[src/rtl/ws2801_driver_if.sv]
`default_nettype none
// ============================================================================
//  Module      : ws2801_driver_if
//  Description : Frame request/status, color-memory read port and LED chain
//                pins shared by the WS2801 driver and its environment.
//  Revision    : 1.0  initial release
// ============================================================================
interface ws2801_driver_if #(
  parameter int LEDS = 50
);
  localparam int ADDR_W = (LEDS > 1) ? $clog2(LEDS) : 1;

  logic              start;    // request one frame
  logic [ADDR_W-1:0] rd_addr;  // LED index presented to the color memory
  logic [23:0]       rd_data;  // {R, G, B}, valid one cycle after rd_addr
  logic              sdo;      // serial data to LED 0
  logic              cko;      // serial clock to LED 0
  logic              busy;     // frame in progress
  logic              done;     // one-cycle pulse after the latch gap

  // Environment side: requests frames and answers memory reads.
  modport master (
    output start,
    output rd_data,
    input  rd_addr,
    input  sdo,
    input  cko,
    input  busy,
    input  done
  );

  // Driver side.
  modport slave (
    input  start,
    input  rd_data,
    output rd_addr,
    output sdo,
    output cko,
    output busy,
    output done
  );
endinterface
`default_nettype wire

[src/rtl/ws2801_driver.sv]
`default_nettype none
// ============================================================================
//  Module      : ws2801_driver
//  Description : Streams one frame of 24-bit colors, read from a synchronous
//                color memory, onto a WS2801 SDI/CKI chain, then holds CKI low
//                for the latch gap and pulses done.
//  Revision    : 1.0  initial release
// ============================================================================
module ws2801_driver #(
  parameter int LEDS         = 50,
  parameter int CLK_DIV      = 4,
  parameter int LATCH_CYCLES = 25000
) (
  input wire             clk,
  input wire             rst,
  ws2801_driver_if.slave bus
);

  localparam int ADDR_W = (LEDS > 1) ? $clog2(LEDS) : 1;
  localparam int PH_W   = $clog2(CLK_DIV + 1);
  localparam int LAT_W  = $clog2(LATCH_CYCLES + 1);

  localparam logic [ADDR_W-1:0] LAST_IDX = ADDR_W'(LEDS - 1);
  localparam logic [ADDR_W-1:0] IDX_ONE  = ADDR_W'(1);
  localparam logic [PH_W-1:0]   PH_MAX   = PH_W'(CLK_DIV);
  localparam logic [PH_W-1:0]   PH_ONE   = PH_W'(1);
  localparam logic [LAT_W-1:0]  LAT_MAX  = LAT_W'(LATCH_CYCLES);
  localparam logic [LAT_W-1:0]  LAT_ONE  = LAT_W'(1);
  localparam logic [4:0]        LAST_BIT = 5'd23;

  typedef enum logic [1:0] {
    IDLE  = 2'd0,
    FETCH = 2'd1,
    SHIFT = 2'd2,
    LATCH = 2'd3
  } state_t;

  state_t            r_state;
  logic [ADDR_W-1:0] r_idx;         // current LED, doubles as the read address
  logic              r_fetch_2nd;   // second FETCH cycle: memory data is valid
  logic [23:0]       r_shreg;       // bit 23 is the bit currently on sdo
  logic [PH_W-1:0]   r_phase;       // cycles elapsed in the current cko half
  logic [4:0]        r_bit_cnt;     // bit index within the current LED
  logic [LAT_W-1:0]  r_latch_cnt;   // cycles elapsed in the latch gap
  logic              r_sdo;
  logic              r_cko;
  logic              r_busy;
  logic              r_done;

  assign bus.rd_addr = r_idx;
  assign bus.sdo     = r_sdo;
  assign bus.cko     = r_cko;
  assign bus.busy    = r_busy;
  assign bus.done    = r_done;

  // Frame sequencer: fetch a color, shift its 24 bits out, repeat per LED, then
  // hold the chain clock low long enough for every LED to latch.
  always_ff @(posedge clk or posedge rst) begin
    if (rst) begin
      r_state     <= IDLE;
      r_idx       <= '0;
      r_fetch_2nd <= 1'b0;
      r_shreg     <= '0;
      r_phase     <= PH_ONE;
      r_bit_cnt   <= '0;
      r_latch_cnt <= LAT_ONE;
      r_sdo       <= 1'b0;
      r_cko       <= 1'b0;
      r_busy      <= 1'b0;
      r_done      <= 1'b0;
    end else begin
      r_done <= 1'b0;
      unique case (r_state)
        IDLE: begin
          if (bus.start) begin
            r_state     <= FETCH;
            r_idx       <= '0;
            r_fetch_2nd <= 1'b0;
            r_busy      <= 1'b1;
          end
        end

        FETCH: begin
          // The address went out on entry; data shows up one cycle later.
          if (!r_fetch_2nd) begin
            r_fetch_2nd <= 1'b1;
          end else begin
            r_shreg   <= bus.rd_data;
            r_sdo     <= bus.rd_data[23];
            r_cko     <= 1'b0;
            r_phase   <= PH_ONE;
            r_bit_cnt <= '0;
            r_state   <= SHIFT;
          end
        end

        SHIFT: begin
          if (r_phase != PH_MAX) begin
            r_phase <= r_phase + PH_ONE;
          end else begin
            r_phase <= PH_ONE;
            if (!r_cko) begin
              // Data has been settled for a full half period: raise the clock.
              r_cko <= 1'b1;
            end else begin
              r_cko <= 1'b0;
              if (r_bit_cnt != LAST_BIT) begin
                // Rotating keeps the register full; only bit 23 is ever used.
                r_bit_cnt <= r_bit_cnt + 5'd1;
                r_shreg   <= {r_shreg[22:0], r_shreg[23]};
                r_sdo     <= r_shreg[22];
              end else if (r_idx != LAST_IDX) begin
                // sdo keeps the last bit while the next color is fetched.
                r_idx       <= r_idx + IDX_ONE;
                r_fetch_2nd <= 1'b0;
                r_state     <= FETCH;
              end else begin
                r_sdo       <= 1'b0;
                r_latch_cnt <= LAT_ONE;
                r_state     <= LATCH;
              end
            end
          end
        end

        LATCH: begin
          if (r_latch_cnt == LAT_MAX) begin
            r_state <= IDLE;
            r_busy  <= 1'b0;
            r_done  <= 1'b1;
          end else begin
            r_latch_cnt <= r_latch_cnt + LAT_ONE;
          end
        end

        default: begin
          r_state <= IDLE;
        end
      endcase
    end
  end

endmodule
`default_nettype wire

[src/flat_wrapper.sv]
// flat-port wrapper written by rule: the top's interface ports become plain ports
module ws2801_driver_flat 
#(
  parameter int LEDS         = 50,
  parameter int CLK_DIV      = 4,
  parameter int LATCH_CYCLES = 25000
)
  (clk, rst, bus_start, bus_rd_data, bus_rd_addr, bus_sdo, bus_cko, bus_busy, bus_done);
  ws2801_driver_if #(.LEDS(LEDS)) bus_i ();
  input wire clk;
  input wire rst;
  input wire logic [$bits(bus_i.start)-1:0] bus_start;
  input wire logic [$bits(bus_i.rd_data)-1:0] bus_rd_data;
  output wire logic [$bits(bus_i.rd_addr)-1:0] bus_rd_addr;
  output wire logic [$bits(bus_i.sdo)-1:0] bus_sdo;
  output wire logic [$bits(bus_i.cko)-1:0] bus_cko;
  output wire logic [$bits(bus_i.busy)-1:0] bus_busy;
  output wire logic [$bits(bus_i.done)-1:0] bus_done;
  assign bus_i.start = bus_start;
  assign bus_i.rd_data = bus_rd_data;
  assign bus_rd_addr = bus_i.rd_addr;
  assign bus_sdo = bus_i.sdo;
  assign bus_cko = bus_i.cko;
  assign bus_busy = bus_i.busy;
  assign bus_done = bus_i.done;
  ws2801_driver #(.LEDS(LEDS), .CLK_DIV(CLK_DIV), .LATCH_CYCLES(LATCH_CYCLES)) u_core (.clk(clk), .rst(rst), .bus(bus_i));
endmodule
[config.mk]
export PLATFORM = sky130hd
export DESIGN_NAME = ws2801_driver_flat
export DESIGN_NICKNAME = d
export VERILOG_FILES = /design/src/rtl/ws2801_driver_if.sv /design/src/rtl/ws2801_driver.sv /design/src/flat_wrapper.sv
export SDC_FILE = /design/constraint.sdc
export NUM_CORES = 1
export LEC_CHECK = 0
export ABC_AREA = 1
export CAP_MARGIN = 20
export CORE_ASPECT_RATIO = 0.6
export CORE_MARGIN = 3
export CORE_UTILIZATION = 47
export DETAILED_ROUTE_END_ITERATION = 16
export PLACE_DENSITY_LB_ADDON = 0.25
export SLEW_MARGIN = 20
export SYNTH_ARGS = -nofsm -noshare
export SYNTH_HDL_FRONTEND = slang
export SYNTH_SLANG_ARGS = --single-unit
[constraint.sdc]
create_clock -name clk -period 1.7 [get_ports clk]
set_clock_uncertainty 0.05 [all_clocks]
set_input_delay 0.34 -clock clk [delete_from_list [all_inputs] [get_ports clk]]
set_output_delay 0.34 -clock clk [all_outputs]
set_load 0.01 [all_outputs]
---- Word-level counts from Yosys, hierarchy flattened ----
Cells that the tools add are included.
operators by class
  multiplexer cells ....................... 54
  add/subtract/negate cells ............... 4
  reductions and logical operators ........ 15
  equality and inequality tests ........... 18
operator list
  cell                   number
  $mux 24                4
  $mux 15                5
  $pmux 24 s2            1
  $mux 6                 5
  $pmux 15 s2            1
  $reduce_and 6->1       4
  $mux 5                 4
  $mux 1                 17
  $add 15x1->15 const B  1
  $eq 15x15->1 const B   1
  $mux 2                 7
  $pmux 6 s2             1
  $ne 2x1->1 const B     5
  $ne 2x2->1 const B     5
  $pmux 5 s2             1
  $reduce_and 5->1       2
  $pmux 2 s4             1
  $reduce_bool 2->1      4
  $add 6x1->6 const B    1
  $mux 3                 2
  $ne 6x6->1 const B     1
  $pmux 1 s2             3
  $pmux 3 s2             1
  $reduce_and 3->1       2
  11 further kinds       12
word-level totals
  logic and storage cells ................. 102
  bits of input ports ..................... 27
  register bits after elaboration ......... 60
  output and inout bits ................... 10

---- Depth between registers and ports, before layout ----
Gate-level depths: netlist (run 1).
  word-level depth ........................ 6
  mapped depth ............................ 13
  mapped depth without buffers ............ 12

---- Worst setup path before layout (run 1) ----
Ideal clock, no wire load.
  path kind ............................... reg-to-reg
  start point ............................. reg u_core.r_state[0]
  end point ............................... reg u_core.r_latch_cnt[8]
  path slack .............................. -0.123 ns
  period minus slack after synthesis ...... 1.823 ns
  data required time ...................... 1.532 ns
  arrival time ............................ 1.655 ns
  stages on the path, launching flop included .. 14
  library setup time ...................... 0.118 ns
  path through ............................ dfrtp_1 -> inv_1 -> ha_1 -> buf_6 -> inv_6 -> nor2_2 -> nor2_2 -> nand2_2 -> nor2_2 -> nand2_2 -> buf_6 -> buf_12 -> nand2_1 -> o21ai_2
between the ends
  word-level cells in the longest chain between the ends .. 3
  elaborated cells between the ends (all ways) .. 10
  classes of those cells .................. eq/ne: 7; mux: 1; reduce/logical: 2
ends and longest elaborated chain
  what                                                line                  source
  start: declaration                                  ws2801_driver.sv:38   state_t r_state;
  start signal: assignment                            ws2801_driver.sv:60   r_state <= IDLE;
  start signal: assignment                            ws2801_driver.sv:76   r_state <= FETCH;
  start signal: assignment                            ws2801_driver.sv:93   r_state <= SHIFT;
  $eq 2x2->1                                          ws2801_driver.sv:73   unique case (r_state)
  $ne 2x2->1 (no line), or another cell as far along  n/a
  $reduce_and 6->1 (no line)                          n/a
  end signal: assignment                              ws2801_driver.sv:132  r_latch_cnt <= r_latch_cnt + LAT_ONE;
  end: declaration                                    ws2801_driver.sv:44   logic [LAT_W-1:0] r_latch_cnt;
Parallel ways exist; a longest one is shown, timed or not.
A chain may end at the register's enable or synchronous reset.

---- Final worst setup path (run 1) ----
  start point ............................. reg u_core.r_state[0]
  end point ............................... reg u_core.r_latch_cnt[2]
The elaborated chain is that of the path after synthesis.

==> metrics.csv, run 1 <==
metric;value;unit
holdWs;0.397;ns
clk_pin_slew_worst_paths;0.05;ns
fmax;0.564;GHz
cts_buffers;9;
totalWireLength;9630;um
drt-initial-drc-count;175;
yosys_warnings;0;
layout-drive-gt1-share;29.4;%
drv_slew;0;
drt_first_pass_iters;4;
dieArea;0.00847;mm^2
dpl_cell_area;0.00411;mm^2
arrival;1.94;ns
die_w;117;um
hold_viol;0;
vias_per_cell;5.22;
fin_area;0.00503;mm^2
cp-end-kind;flip-flop;
violations;setup timing;
insertion_delay;0.33;ns
diodes;0;
tightest_slew;0.340;ns
path_cells;inv_2 > ha_4 > nand2_4 > inv_4 > nor2_4 > nand2_4 > nor2_4 > nand2_4 > clkbuf_16 > nand2_4 > o21ai_1;
fin_ws;-0.0739;ns
area_delta_synth_final;45.3;%
io_pins;37;
cp-start-kind;flip-flop;
yosysTopAreaCell;dfrtp_1;
wl_per_cell;15.2;um
clockBufferDepth;2;
rows;23;
hpwl;5650;um
hold_class;in2async;
initial_utilization;50.2;%
cp_max_fo;6;
final_net_count;583;
power_switching;0.00355;W
power_leakage;2.30;nW
grt_max_degree;61;
place_inst;595;
tritoncts;built;
power.internal;0.00548;W
setup_violations;42;
postRouteAntennaNets;0;
nFillCells;502;
irDropWorstVdd;0.00118;V
yosysTopAreaCellShare;41.9;%
grt_overflow;0;
synthDistinctLibCells;32;
power_density;1790;mW/mm^2
rsz0062_at_grt;yes;
gp_congestion;0.892;
crit_type;reg2reg;
grt_pass1_vias;3115;
synth.area.top_cells;dfrtp_1, nand2_1, nor2_1;
seqPwrFrac;24.6;%
clkPwrFrac;18.3;%
syn_area;0.00346;mm^2
p_sw_share;39.3;%
clockRootBuffer;clkbuf_16;
ys_seq_elements;60;
numClockSinks;60;
stdcell_count;635;
layout_min_cycle_time;1.77;ns
die_y;72.5;um
antenna_found_initial;0;
num_vias;3317;
combinationalPowerShare;57.1;%
synthCells;459;
maxCapViolations;0;
crit_top_cell;nand2_4;
syn_nets;499;
post-route-period-util;104;%
fin_tns_setup;-1.92;ns
h-tree-depth;3;
maxSlewHeadroom;77.2;%
status;finished with violations;
critical_path.slowest_cell;dfrtp_1;
cp.required;1.86;ns
ys_seq_area_share;43.4;%
drc;0;
portBuffers;36;
fp.coreArea;0.00691;mm^2
grt_pass1_wl;14200;um
grt_usage;21.6;%
synth_area_per_cell;7.55;um^2
cpPeakStageDelay;0.39;ns
-- cell families after synthesis --
| kind of cell | Yosys count | synth area share (%) |
|---|---|---|
| flip-flops | 60 | 43.4 |
| XOR/XNOR | 4 | 1.01 |
| AO/OA/AOI/OAI | 81 | 14.0 |
| AND/OR/NAND/NOR | 240 | 28.8 |
| adder cells (fa/ha/maj) | 13 | 4.69 |
| buffers and inverters | 61 | 8.13 |
-- cells in the final DEF (no fill, tap or decap), drive strengths merged --
cell type,n
o211ai,4
nand4,5
o21ai,50
o21a,22
nand2,114
xnor2,1
ha,13
dlymetal6s2s,3
buf,49
or2,2
nor2,88
clkdlybuf4s50,30
clkinvlp,3
dfrtp,58
clkinv,2
nand3,27
nor3,1
clkbuf,17
nand3b,3
dlygate4sd2,3
xor2,3
dfstp,2
inv,43
a21oi,4
o21bai,1
-- metal layers --
layer / up-vias / routed length (um) / global-route usage [%]
met5: - / 0 / 0
met3: 19 / 417 / 7.75
met2: 89 / 4380 / 32.3
li1: 1641 / - / -
met1: 1568 / 4670 / 29.4
met4: 0 / 163 / 6.62
-- sequential cells by signal (all words and copies together) (netlist names) --
name / count
u_core.bus.busy: 1
u_core.bus.cko: 1
u_core.bus.done: 1
u_core.bus.rd_addr: 6
u_core.bus.sdo: 1
u_core.r_bit_cnt: 5
u_core.r_fetch_2nd: 1
u_core.r_latch_cnt: 15
u_core.r_phase: 3
u_core.r_shreg: 24
u_core.r_state: 2
-- repair_timing --
| action | in CTS | in global routing |
|---|---|---|
| setup buffers | 8 | 9 |
| setup endpoints to repair | 39 | 58 |
| resized for setup | 23 | 112 |
| hold buffers | 0 | 0 |
| pin swaps | 5 | 17 |
| gates cloned | 2 | 7 |
-- area by class of cell --
cell class                      count  area, um^2  share of cell area (%)
Multi-Input combinational cell    338        2010                    39.9
Sequential cell                    60        1510                    29.9
Timing Repair Buffer               90         952                    18.9
Clock buffer                       12         246                    4.90
Inverter                           44         186                    3.70
Tap cell                           87         109                    2.16
Clock inverter                      4        25.0                   0.497
-- power by group through the flow --
stage	registers, W	clock network, W	logic [W]
2_1_floorplan	0.00218	0	0.00221
3_3_place_gp	0.00217	0	0.00305
3_5_place_dp	0.00219	0	0.00318
4_1_cts	0.00217	0.00168	0.00371
5_1_grt	0.00227	0.00175	0.00560
6_report	0.00222	0.00165	0.00516
-- synth_stat cells --
library cell	instances
nor2_4	1
nand3b_1	3
buf_6	2
o21bai_1	1
dfstp_2	2
nor3_1	1
buf_2	3
dfrtp_1	58
o211ai_1	4
inv_1	42
a21oi_1	4
inv_2	1
o21ai_0	40
o21ai_2	3
nand4_1	5
buf_4	3
clkbuf_1	7
buf_12	1
nand2_2	3
o21ai_1	7
nor2_2	5
xnor2_1	1
nand3_1	26
or2_2	2
clkbuf_2	1
nand2_1	111
o21a_1	22
xor2_1	3
inv_6	1
nor2_1	82
nand3_2	1
ha_1	13
-- final timing paths --
| path | startpoint | end | slack [ns] | depth (start not counted) |
|---|---|---|---|---|
| worst min-delay path | rst | u_core.bus.sdo | 0.40 | 3 |
| worst max-delay path | u_core.r_state[0] | u_core.r_latch_cnt[2] | -0.07 | 11 |
| worst max register to register | u_core.r_state[0] | u_core.r_latch_cnt[2] | -0.07 | 11 |
| max in group asynchronous | rst | u_core.r_phase[0] | 0.89 | 3 |
| worst min register to register | u_core.bus.busy | u_core.bus.busy | 0.43 | 2 |
| min in group clk | u_core.bus.busy | u_core.bus.busy | 0.43 | 2 |
-- worst max-delay path: cells and delay by family (launching register included) --
family,cells,cell delay [ns]
and+or+nand+nor,6,0.60
adders and majority gates,1,0.21
AOI/OAI and AO/OA,1,0.06
DFF,1,0.39
buffers and inverters,3,0.34
-- per-stage QoR --
| stage | total power, W | setup WS, ns | util [%] |
|---|---|---|---|
| floorplan | 0.00438 | -0.0355 | - |
| global placement | 0.00522 | -0.0284 | 59.4 |
| detailed placement | 0.00537 | -0.159 | 59.4 |
| CTS | 0.00756 | -0.0545 | 65.4 |
| global route | 0.00962 | -0.151 | 72.9 |
| finish | 0.00903 | -0.0739 | 72.9 |
No activity file was read; power rests on OpenSTA's default activity.
==> run 2, diff against run 1 <==
Settings changed: REMOVE_ABC_BUFFERS from default to 1.
==> run 2 against run 1 <==
Effect of this change:
- the flow still finishes with violations (setup timing)
- sequential share of layout area down 0.13 points
- register-to-register slack worse by 0.12 ns
- sequential cell count unchanged
- critical path depth up 1
==> metrics.csv, run 2 (synthesis results as in run 1) <==
metric;value;unit
reg2reg_from;u_core.r_state[1];
num_vias;3464;
layout-drive-gt1-share;28.4;%
violations;setup timing;
cp_max_fo;5;
tightest_slew;0.429;ns
insertion_delay;0.33;ns
numClockSinks;60;
irDropWorstVdd;0.00100;V
setup_violations;52;
cpPeakStageDelay;0.40;ns
postRouteAntennaNets;0;
top_register;u_core.r_shreg;
antenna_found_initial;0;
io_pins;37;
die_w;117;um
rows;23;
hold_viol;0;
grt_pass1_vias;3152;
totalWireLength;10200;um
stdcell_count;637;
dpl_cell_area;0.00415;mm^2
drt_first_pass_iters;6;
r2r-end;u_core.bus.rd_addr[2];
nFillCells;466;
path_cells;buf_6 > ha_4 > nand2_4 > inv_4 > buf_6 > nor2_4 > nand2_4 > buf_6 > nor2_4 > nand2_4 > nand2_1 > o21ai_1;
dieArea;0.00847;mm^2
arrival;2.05;ns
rsz0062_at_grt;yes;
drv_slew;0;
maxCapViolations;0;
grt_pass1_wl;15100;um
crit_type;reg2reg;
power_leakage;2.32;nW
fin_area;0.00505;mm^2
ff2ff_path_depth;12;
layout_min_cycle_time;1.90;ns
cp-end-kind;flip-flop;
clockRootBuffer;clkbuf_16;
critical_path.slowest_cell;dfrtp_1;
largest_reg_flops;24;
status;finished with violations;
portBuffers;36;
cp_top_family;simple AND/OR/NAND/NOR gates;
final_cell_mix;nand2_1, nor2_1, dfrtp_1;
cp.required;1.86;ns
area_delta_synth_final;45.8;%
die_y;72.5;um
hpwl;5950;um
cts_buffers;9;
tritoncts;built;
initial_utilization;50.2;%
gp_congestion;0.868;
place_inst;603;
post-route-period-util;112;%
r2r_slack;-0.20;ns
layout_commonest_cell;nand2_1;
h-tree-depth;3;
maxSlewHeadroom;71.3;%
final_net_count;585;
fin_ws;-0.196;ns
fp.coreArea;0.00691;mm^2
clk_pin_slew_worst_paths;0.05;ns
ctsHoldBuffers;0;
diodes;0;
clockBufferDepth;2;
fmax;0.527;GHz
drc;0;
critPathBufInv;4;
power_density;1830;mW/mm^2
cp-start-kind;flip-flop;
wl_per_cell;16.0;um
vias_per_cell;5.44;
hold_class;in2async;
grt_max_degree;39;
drt-initial-drc-count;315;
grt_usage;23.1;%
grt_overflow;0;
## run 2: changes by cell type in the layout (fill, tap and decap cells not counted), moves of 5 or more
cell	before	now
nand2_1	82	77
o21ai_2	27	13
nand2_4	14	21
clkbuf_16	14	9
o21ai_1	14	32
## run 2: metal layers
layer  part of all wire, %  vias to the layer above  track usage [%]
li1                      -                     1645                -
met1                    46                     1617             34.8
met5                     0                        -                0
met3                   7.8                       35             7.00
met4                   2.8                        0             6.49
met2                    44                      167             31.9
## run 2: metrics by stage
| stage | TNS (ns) | util [%] | setup slack (ns) | hold slack (ns) | total power (W) |
|---|---|---|---|---|---|
| floorplan | -53.51 | - | -0.874 | 0.393 | 0.00403 |
| global placement | -2.39 | 60.0 | -0.132 | 0.415 | 0.00526 |
| detailed placement | -5.58 | 60.0 | -0.255 | 0.423 | 0.00540 |
| CTS | -4.33 | 69.7 | -0.132 | 0.312 | 0.00861 |
| global route | -7.39 | 73.1 | -0.235 | 0.334 | 0.00979 |
| finish | -3.74 | 73.1 | -0.196 | 0.309 | 0.00926 |
## run 2: how the worst max path moves through the flow
stage / start / end / slack [ns] / cells past startpoint
floorplan: u_core.r_state[0] / u_core.r_bit_cnt[0] / -0.87 / 9
global route: u_core.r_state[1] / u_core.r_latch_cnt[5] / -0.24 / 12
global placement: u_core.r_state[0] / u_core.bus.rd_addr[0] / -0.13 / 10
finish: u_core.r_state[1] / u_core.bus.rd_addr[2] / -0.20 / 12
detailed placement: u_core.r_state[0] / u_core.bus.rd_addr[4] / -0.25 / 10
CTS: u_core.r_phase[0] / u_core.r_shreg[10] / -0.13 / 12
## run 2: what timing repair did
item | 4_1_cts | 5_1_grt
setup buffers | 12 | 3
endpoints found under the setup margin | 55 | 55
pin swaps | 12 | 22
cloned | 4 | 0
resized for setup | 61 | 98
## run 2: report_power, final
| group | switching, W | internal (W) |
|---|---|---|
| clock network | 0.000633 | 0.00121 |
| logic | 0.00270 | 0.00252 |
| registers | 0.000290 | 0.00191 |
## run 2: cell type report
type / count / area (um^2) / area share, %
multi-input combinational: 339 / 2030 / 40.1
sequential: 60 / 1500 / 29.8
timing repair buffer: 91 / 928 / 18.4
clock buffer: 12 / 256 / 5.08
inverter: 44 / 180 / 3.57
tap: 87 / 109 / 2.16
clock inverter: 4 / 47.5 / 0.941
## run 2: worst min-delay path: cells and delay by family
| family | cells | cell delay [ns] |
|---|---|---|
| buffers and inverters | 3 | 0.71 |
